`config.mk`:
```
export PLATFORM = sky130hd
export DESIGN_NAME = ip_accum
export DESIGN_NICKNAME = d
export VERILOG_FILES = /design/src/rtl/ip_pkg.sv /design/src/rtl/ip_round_sat.sv /design/src/rtl/ip_accum.sv
export SDC_FILE = /design/constraint.sdc
export NUM_CORES = 1
export LEC_CHECK = 0
export BUFFER_PORTS_ARGS = -buffer_cell sky130_fd_sc_hd__buf_2
export CORE_MARGIN = 4
export CORE_UTILIZATION = 30
export CTS_CLUSTER_SIZE = 30
export DETAILED_ROUTE_END_ITERATION = 8
export GPL_TIMING_DRIVEN = 0
export PLACE_DENSITY = 0.54
export SYNTH_ARGS = -nofsm -noshare
export SYNTH_HDL_FRONTEND = slang
export SYNTH_SLANG_ARGS = --single-unit
```
`constraint.sdc`:
```
create_clock -name clk_i -period 6.3 [get_ports clk_i]
set_input_delay 1.26 -clock clk_i [delete_from_list [all_inputs] [get_ports clk_i]]
set_output_delay 1.26 -clock clk_i [all_outputs]
set_load 0.02 [all_outputs]
```
`src/rtl/ip_pkg.sv`:
```
// ip_pkg: shared constants for the inner-product accumulator block.
//   - Data widths (DW, FRAC, PW, AW) and counter widths
//   - FSM state encoding
//   - Saturation limits and sign-extension helpers
package ip_pkg;

  localparam int DW    = 16;  // output neuron / bias width (signed fixed point)
  localparam int FRAC  = 8;   // fractional bits of DW data
  localparam int PW    = 32;  // partial-product width (signed, 2*FRAC frac bits)
  localparam int AW    = 48;  // accumulator width (signed)
  localparam int INN_W = 15;  // input-neuron count width
  localparam int ONN_W = 13;  // output-neuron count / index width

  typedef logic [1:0] state_t;

  localparam state_t ST_IDLE  = 2'd0;
  localparam state_t ST_ACC   = 2'd1;
  localparam state_t ST_ROUND = 2'd2;
  localparam state_t ST_WRITE = 2'd3;

  localparam logic signed [DW-1:0] SAT_MAX = {1'b0, {(DW-1){1'b1}}};
  localparam logic signed [DW-1:0] SAT_MIN = {1'b1, {(DW-1){1'b0}}};

  // Sign-extend a MAC partial product to accumulator width.
  function automatic logic [AW-1:0] sext_psum(input logic [PW-1:0] p);
    return {{(AW-PW){p[PW-1]}}, p};
  endfunction

  // Bias has FRAC fractional bits; psums carry 2*FRAC, so align by FRAC.
  function automatic logic [AW-1:0] bias_to_acc(input logic [DW-1:0] b);
    return {{(AW-DW-FRAC){b[DW-1]}}, b, {FRAC{1'b0}}};
  endfunction

endpackage

```
`src/rtl/ip_round_sat.sv`:
```
// ip_round_sat: combinational result stage for one output neuron.
//   Rounds the 2*FRAC-fraction accumulator to FRAC fraction bits
//   (round-half-up toward +inf), optionally clamps negatives to zero,
//   then saturates to the signed DW range.
// Ports:
//   acc     in  AW  signed accumulator value
//   relu_en in  1   clamp negative results to zero
//   result  out DW  rounded, ReLU'd, saturated result
module ip_round_sat
  import ip_pkg::*;
(
  input  logic [AW-1:0] acc,
  input  logic          relu_en,
  output logic [DW-1:0] result
);

  localparam logic signed [AW-1:0] HALF_C   = {{(AW-FRAC){1'b0}}, 1'b1, {(FRAC-1){1'b0}}};
  localparam logic signed [AW-1:0] MAX_AW_C = {{(AW-DW+1){1'b0}}, {(DW-1){1'b1}}};
  localparam logic signed [AW-1:0] MIN_AW_C = {{(AW-DW+1){1'b1}}, {(DW-1){1'b0}}};

  logic signed [AW-1:0] rnd_s;
  logic signed [AW-1:0] shr_s;
  logic        [DW-1:0] result_s;

  // Round, ReLU, then saturate.
  always_comb begin
    rnd_s    = $signed(acc) + HALF_C;
    shr_s    = rnd_s >>> FRAC;
    result_s = {DW{1'b0}};
    if (relu_en && shr_s[AW-1]) begin
      result_s = {DW{1'b0}};
    end else if (shr_s > MAX_AW_C) begin
      result_s = SAT_MAX;
    end else if (shr_s < MIN_AW_C) begin
      result_s = SAT_MIN;
    end else begin
      result_s = shr_s[DW-1:0];
    end
  end

  assign result = result_s;

endmodule

```
`src/rtl/ip_accum.sv`:
```
// ip_accum: output-neuron accumulator downstream of the inner-product MAC.
//   Seeds the accumulator with the bias, sums inn_i partial products,
//   rounds / ReLUs / saturates, writes the result to the output buffer and
//   pulses output_en_o so the FC controller can start the next neuron.
// Ports:
//   clk_i, rst_i            clock, synchronous active-high reset
//   oneuron_start_i         start a new output neuron (IDLE only)
//   inn_i, onn_i            input neurons per output / output neurons in layer
//   relu_en_i, bias_i       per-neuron ReLU enable and bias
//   psum_valid_i, psum_i    partial product stream from the MAC
//   out_we_o, out_addr_o,
//   out_data_o              output buffer write port
//   output_en_o             one-cycle "neuron written" pulse
//   layer_done_o            one-cycle pulse on the last neuron of the layer
//   busy_o                  FSM not idle
//   err_o                   sticky protocol-error flag
module ip_accum
  import ip_pkg::*;
(
  input  logic             clk_i,
  input  logic             rst_i,
  input  logic             oneuron_start_i,
  input  logic [INN_W-1:0] inn_i,
  input  logic [ONN_W-1:0] onn_i,
  input  logic             relu_en_i,
  input  logic [DW-1:0]    bias_i,
  input  logic             psum_valid_i,
  input  logic [PW-1:0]    psum_i,
  output logic             out_we_o,
  output logic [ONN_W-1:0] out_addr_o,
  output logic [DW-1:0]    out_data_o,
  output logic             output_en_o,
  output logic             layer_done_o,
  output logic             busy_o,
  output logic             err_o
);

  state_t           state_r, state_nxt_s;
  logic [AW-1:0]    acc_r;
  logic [INN_W-1:0] cnt_r, inn_r;
  logic [ONN_W-1:0] onn_r, idx_r;
  logic             relu_r;
  logic [DW-1:0]    round_res_s;

  logic             we_r, ld_r, busy_r, err_r;
  logic [ONN_W-1:0] addr_r;
  logic [DW-1:0]    data_r;

  logic             we_nxt_s, ld_nxt_s, busy_nxt_s, err_evt_s;
  logic             last_psum_s;

  ip_round_sat u_round_sat (
    .acc     (acc_r),
    .relu_en (relu_r),
    .result  (round_res_s)
  );

  assign last_psum_s = psum_valid_i && (cnt_r == (inn_r - 15'd1));

  // State register.
  always_ff @(posedge clk_i) begin
    if (rst_i) begin
      state_r <= ST_IDLE;
    end else begin
      state_r <= state_nxt_s;
    end
  end

  // Next-state logic.
  always_comb begin
    state_nxt_s = state_r;
    case (state_r)
      ST_IDLE: begin
        if (oneuron_start_i) begin
          state_nxt_s = (inn_i == 15'd0) ? ST_ROUND : ST_ACC;
        end else begin
          state_nxt_s = ST_IDLE;
        end
      end
      ST_ACC: begin
        if (last_psum_s) begin
          state_nxt_s = ST_ROUND;
        end else begin
          state_nxt_s = ST_ACC;
        end
      end
      ST_ROUND: state_nxt_s = ST_WRITE;
      ST_WRITE: state_nxt_s = ST_IDLE;
      default:  state_nxt_s = ST_IDLE;
    endcase
  end

  // Output decode: next values of the registered output strobes/flags.
  always_comb begin
    we_nxt_s   = (state_nxt_s == ST_WRITE);
    busy_nxt_s = (state_nxt_s != ST_IDLE);
    // idx is stable from ROUND into WRITE, so the layer-end compare is made here.
    ld_nxt_s   = (state_r == ST_ROUND) && (idx_r == (onn_r - 13'd1));
    err_evt_s  = (oneuron_start_i && (state_r != ST_IDLE)) ||
                 (psum_valid_i    && (state_r != ST_ACC));
  end

  // Accumulator datapath, per-neuron configuration and output index.
  always_ff @(posedge clk_i) begin
    if (rst_i) begin
      acc_r  <= {AW{1'b0}};
      cnt_r  <= 15'd0;
      inn_r  <= 15'd0;
      onn_r  <= 13'd0;
      relu_r <= 1'b0;
      idx_r  <= 13'd0;
    end else begin
      case (state_r)
        ST_IDLE: begin
          if (oneuron_start_i) begin
            acc_r  <= bias_to_acc(bias_i);
            cnt_r  <= 15'd0;
            inn_r  <= inn_i;
            relu_r <= relu_en_i;
            // Layer size is only taken at the first neuron of a layer.
            if (idx_r == 13'd0) begin
              onn_r <= onn_i;
            end else begin
              onn_r <= onn_r;
            end
          end else begin
            acc_r <= acc_r;
          end
        end
        ST_ACC: begin
          if (psum_valid_i) begin
            acc_r <= acc_r + sext_psum(psum_i);
            cnt_r <= cnt_r + 15'd1;
          end else begin
            acc_r <= acc_r;
          end
        end
        ST_WRITE: begin
          if (idx_r == (onn_r - 13'd1)) begin
            idx_r <= 13'd0;
          end else begin
            idx_r <= idx_r + 13'd1;
          end
        end
        default: begin
          acc_r <= acc_r;
        end
      endcase
    end
  end

  // Registered outputs; data/addr captured in ROUND and held afterwards.
  always_ff @(posedge clk_i) begin
    if (rst_i) begin
      we_r   <= 1'b0;
      ld_r   <= 1'b0;
      busy_r <= 1'b0;
      err_r  <= 1'b0;
      addr_r <= 13'd0;
      data_r <= {DW{1'b0}};
    end else begin
      we_r   <= we_nxt_s;
      ld_r   <= ld_nxt_s;
      busy_r <= busy_nxt_s;
      err_r  <= err_r | err_evt_s;
      if (state_r == ST_ROUND) begin
        addr_r <= idx_r;
        data_r <= round_res_s;
      end else begin
        addr_r <= addr_r;
        data_r <= data_r;
      end
    end
  end

  assign out_we_o     = we_r;
  assign output_en_o  = we_r;
  assign layer_done_o = ld_r;
  assign out_addr_o   = addr_r;
  assign out_data_o   = data_r;
  assign busy_o       = busy_r;
  assign err_o        = err_r;

endmodule

```
* After elaboration in Yosys (flattened, before gate mapping)
Cells that the tools add are included.
Word-level totals: output and inout port bits 34, register bits after elaboration 140, input port bits 81, word-level logic and storage cells 60
Operators by class: reductions and logical operators 15, bitwise logic cells 1, muxes and demuxes 14, $lt $le $gt $ge 2, eq/ne operators 9, add/subtract/negate cells 6
Operators by type and width (count):
- 48-bit 2-to-1 mux | 2
- 48-bit case mux with 2 select lines | 1
- 48-bit adder | 1
- 48-bit by 9-bit adder with 48-bit output, second input constant | 1
- 16-bit 2-to-1 mux | 3
- 40-bit by 16-bit greater-than comparator with 1-bit output, second input constant | 1
- 40-bit by 16-bit < comparator with 1-bit output, second input constant | 1
- 15-bit 2-to-1 mux | 2
- 15-bit case mux with 2 select lines | 1
- 15-bit by 1-bit adder with 15-bit output, second input constant | 1
- 15-bit == test | 1
- 15-bit zero test | 1
- 15-bit by 1-bit subtractor with 15-bit output, second input constant | 1
- 13-bit by 1-bit adder with 13-bit output, second input constant | 1
- 13-bit == test | 1
- 13-bit zero test | 1
- 13-bit 2-to-1 mux | 1
- 13-bit by 1-bit subtractor with 13-bit output, second input constant | 1
- 2-bit case mux with 4 select lines | 1
- 2-bit == test, second input constant | 3
- 2-bit 2-to-1 mux | 3
- 3-bit AND reduction | 2
- 2-bit nonzero test | 3
- 1-bit logical AND | 5
- 7 further kinds | 8

* Logic depth before layout (Yosys ltp)
depth in word-level cells 6, depth in mapped cells 11, depth with buffers taken out 11

* Modules after synthesis
From an unflattened synthesis, not the netlist that was laid out.
Unflattened totals: cells, all modules 1333, area, all modules 10088.4 µm²
Modules (own cells, without submodules):
- ip_accum | seq. area each 2802.7 µm², times used 1, area each 8856.0 µm², cells each 1150
- ip_round_sat | seq. area each 0.0 µm², times used 1, area each 1232.4 µm², cells each 183

* Least setup slack after synthesis
Ideal clock, no wire load.
path kind input-to-reg, start in psum_i[7], end reg acc_r[46], data required time 6.221 ns, cell stages on the path 10, setup slack 2.658 ns, data arrival time 3.563 ns, library setup time 0.079 ns, path buffers 0, path through ha_1 > and4_1 > and3_1 > o221ai_1 > a2111oi_0 > o2111ai_1 > a21oi_1 > a21oi_1 > or4_1 > o211ai_1
On the way: longest elaborated chain between the ends 3
Ends and longest elaborated chain:
- from (decl) | line ip_accum.sv:28 | input logic [PW-1:0] psum_i,
- 48-bit adder | line ip_accum.sv:132 | acc_r <= acc_r + sext_psum(psum_i);
- 48-bit 2-to-1 mux | line ip_accum.sv:131 | if (psum_valid_i) begin
- 48-bit case mux with 2 select lines | line ip_accum.sv:113 | case (state_r)
- to (signal assigned) | line ip_accum.sv:116 | acc_r <= bias_to_acc(bias_i);
- to (signal assigned) | line ip_accum.sv:132
- to (signal assigned) | line ip_accum.sv:135 | acc_r <= acc_r;
- to (decl) | line ip_accum.sv:39 | logic [AW-1:0] acc_r;
No other way between the ends. The select of a mux whose other input is x is not followed. A chain may end at the register's enable or synchronous reset.

* Worst setup path in the final report
start in psum_i[9], end reg acc_r[46]
Same word-level chain as after synthesis.

==> flow_summary.json <==
{
  "start_kind": "primary input",
  "n_fill_cell": 3527,
  "seq_area_mm2": 0.00280,
  "layout_commonest_cell": "nand2_1",
  "dieArea_mm2": 0.0359,
  "drt_iter0_drc": 560,
  "htree_levels": 4,
  "hold_viol": 0,
  "clock.fmax_ghz": 0.230,
  "cts_resized": 0,
  "setup_tns_ps": 0,
  "antenna_cells": 0,
  "grt_setup_unrepaired": "no",
  "endpoint": "acc_r[46]",
  "p_leak_nw": 4.72,
  "synth-seq-cells": 140,
  "final_antenna_net_count": 0,
  "critical-path-top-delay-family": "compound AO/OA/AOI/OAI gates",
  "antenna_found_initial": 1,
  "hold_buffers": 0,
  "grt_max_degree": 18,
  "rrSetupSlack_ps": 2510,
  "synthCells": 1281,
  "crit_path_frequent_cell": "a21oi_1",
  "overflow": 0,
  "syn-num-nets": 1416,
  "route.detailed.drc": 0,
  "crit_fanout": 5,
  "grt.total_usage_pct": 17.7,
  "cts_made_buffers": 17,
  "cts_tree": "yes",
  "finalSetupViolations": 0,
  "tightest_slew_ps": 1330,
  "initial_core_util_pct": 30.4,
  "multiInputGateArea_mm2": 0.00667,
  "min_period_ps": 4350,
  "numClockSinks": 140,
  "io-pin-count": 115,
  "synth_cell_types": 74,
  "via_per_inst": 5.29,
  "drive_gt1_share_pct": 13.2,
  "coreArea_mm2": 0.0325,
  "slowest_stage": "a2111oi_0",
  "synth_edf_count": 0,
  "maxSlewHeadroom_pct": 10.5,
  "root_buffer": "clkbuf_16",
  "synth_area_mm2": 0.00988,
  "synthFlopType": "dfxtp_1",
  "clk_pin_slew_worst_paths_ps": 60,
  "drv_slew": 0,
  "post_cts_buffers": 0,
  "cts_buffer_depth": 2,
  "wl_per_cell_um": 17.4,
  "fp.dieW_um": 189,
  "vdd_drop_max_mv": 0.184,
  "fp-row-count": 66,
  "cp-end-kind": "flop",
  "area_growth_pct": 17.5,
  "synthArstFlopShare_pct": 0,
  "r2r_cells": 10,
  "critPathLaunch": "psum_i[9]",
  "clk_latency_ps": 430,
  "worstPathArrival_ps": 4700,
  "avgSynthCellArea_um2": 7.71,
  "mostFrequentLayoutCells": "nand2_1, dfxtp_1, nor2_1, a21oi_1, buf_2",
  "grt_pass1_vias": 9451,
  "path_depth": 11,
  "path_buf_inv": 1,
  "power_density_mw_per_mm2": 230,
  "r2r_start": "acc_r[7]",
  "die_h_um": 189,
  "status": "finished clean",
  "drt-total-wl_um": 32600,
  "place.detailed.hpwl_um": 25300,
  "yosysSeqAreaShare_pct": 28.4,
  "grt_pass1_wl_um": 51100,
  "critPathKind": "primary input to flop",
  "path_cells": "buf_2, ha_1, and4_1, and3_1, o221ai_1, a2111oi_0, o2111ai_1, a21oi_1, a21oi_1, or4_1, o211ai_1",
  "final.setup.worst_slack_ps": 1950,
  "portBuffers": 114,
  "via_count": 9871,
  "worstPathRequired_ps": 6650,
  "nNetsFinal": 1549,
  "skew_ps": 9.23,
  "maxCapViolations": 0,
  "first_pass_iters": 5,
  "reg2reg_to": "acc_r[46]",
  "hold_class": "flop to flop",
  "post-place-ws_ps": 1560,
  "finalCritPeriodShare_pct": 69.0,
  "ys_warn_count": 0,
  "place_congestion": 0.883,
  "critPathMaxStageDelay_ps": 820
}
[flip-flops by register name, indices dropped and copies added, names as in the netlist]
name and count:
inn_r 15, out_data_o 16, layer_done_o 1, onn_r 13
busy_o 1, state_r 2, relu_r 1, cnt_r 15
err_o 1, acc_r 48, out_we_o 1, out_addr_o 13
idx_r 13
[per-layer routing]
layer	share of wire, %	global-route usage, %	routed length, µm	vias to the layer above
met5	0.040	0	13	-
met4	1.8	4.51	589	2
met3	3.9	2.54	1270	42
met2	45	28.9	14700	238
met1	49	24.6	16000	4634
li1	-	-	-	4955
[final cells by class]
cell class                      instances  area share, %
Clock buffer                           21           4.05
Tap cell                              442           4.76
Sequential cell                       140           24.1
Clock inverter                          9           1.17
Multi-Input combinational cell       1044           57.5
Buffer                                 69           2.60
Timing Repair Buffer                  114           4.91
Inverter                               28          0.905
[stage by stage]
stage | cells | util (%) | hold slack, ps | area (µm²) | total power (W)
after floorplan | 1281 | - | 436 | 9880 | 0.00144
after global placement | 1837 | 33.8 | 440 | 11000 | 0.00162
after detailed placement | 1837 | 33.8 | 438 | 11000 | 0.00163
after CTS | 1867 | 35.7 | 449 | 11600 | 0.00269
after global routing | 1867 | 35.7 | 490 | 11600 | 0.00281
final | 1867 | 35.7 | 444 | 11600 | 0.00267
[where the power goes]
| part | switching (W) | internal, W |
|---|---|---|
| registers | 0.0000702 | 0.000926 |
| clock network | 0.000405 | 0.000652 |
| logic | 0.000375 | 0.000246 |
| total | 0.000850 | 0.00182 |
[synthesized netlist by cell type, types with 10 or more instances]
master	n	area share (%)
mux2i_1	21	2.1
nand2_1	150	5.7
a211oi_1	14	1.1
clkbuf_1	51	1.9
o211ai_2	10	1.3
o21bai_1	10	0.76
and3_1	15	0.95
dfxtp_1	140	28
xnor2_1	61	5.4
a31oi_1	16	1.0
a221oi_1	12	1.1
nand2b_1	10	0.63
a22oi_1	20	1.5
nor2_1	125	4.7
inv_1	28	1.1
nand4_1	39	2.5
a21o_1	27	2.1
xor2_1	62	5.5
o211ai_1	13	0.99
o21ai_0	49	2.5
nor4_1	16	1.0
o22ai_1	12	0.76
nor3_1	34	1.7
a21oi_1	125	6.3
ha_1	53	6.7
nand3_1	37	1.9
[worst register-to-register path: stages, from the launching register on]
cell       delay, ps
dfxtp_1          360
ha_1             390
and4_1           260
and3_1           170
o221ai_1         230
a2111oi_0        830
o2111ai_1        250
a21oi_1          300
a21oi_1          270
or4_1            550
o211ai_1         100
[cells by family (layout without fill, tap and decap cells)]
group           after synthesis  count (layout)  share of synthesized area [%]
compound gates              345             345                           22.6
xor+xnor                    123             123                           10.9
fa+ha+maj                    54              54                           6.91
buf+inv                      97             241                           4.12
flops                       140             140                           28.4
mux                          21              21                           2.13
simple gates                501             501                           25.0
[how the worst min path moves through the flow]
stage,endpoint,from,slack (ps),cells past startpoint
floorplan,acc_r[5],acc_r[5],440,2
global placement,err_o,err_o,440,2
detailed placement,err_o,err_o,440,2
CTS,err_o,err_o,450,2
global route,out_addr_o[5],out_addr_o[5],490,2
finish,err_o,err_o,440,2
Note: power is estimated with default switching activity, not from simulation.
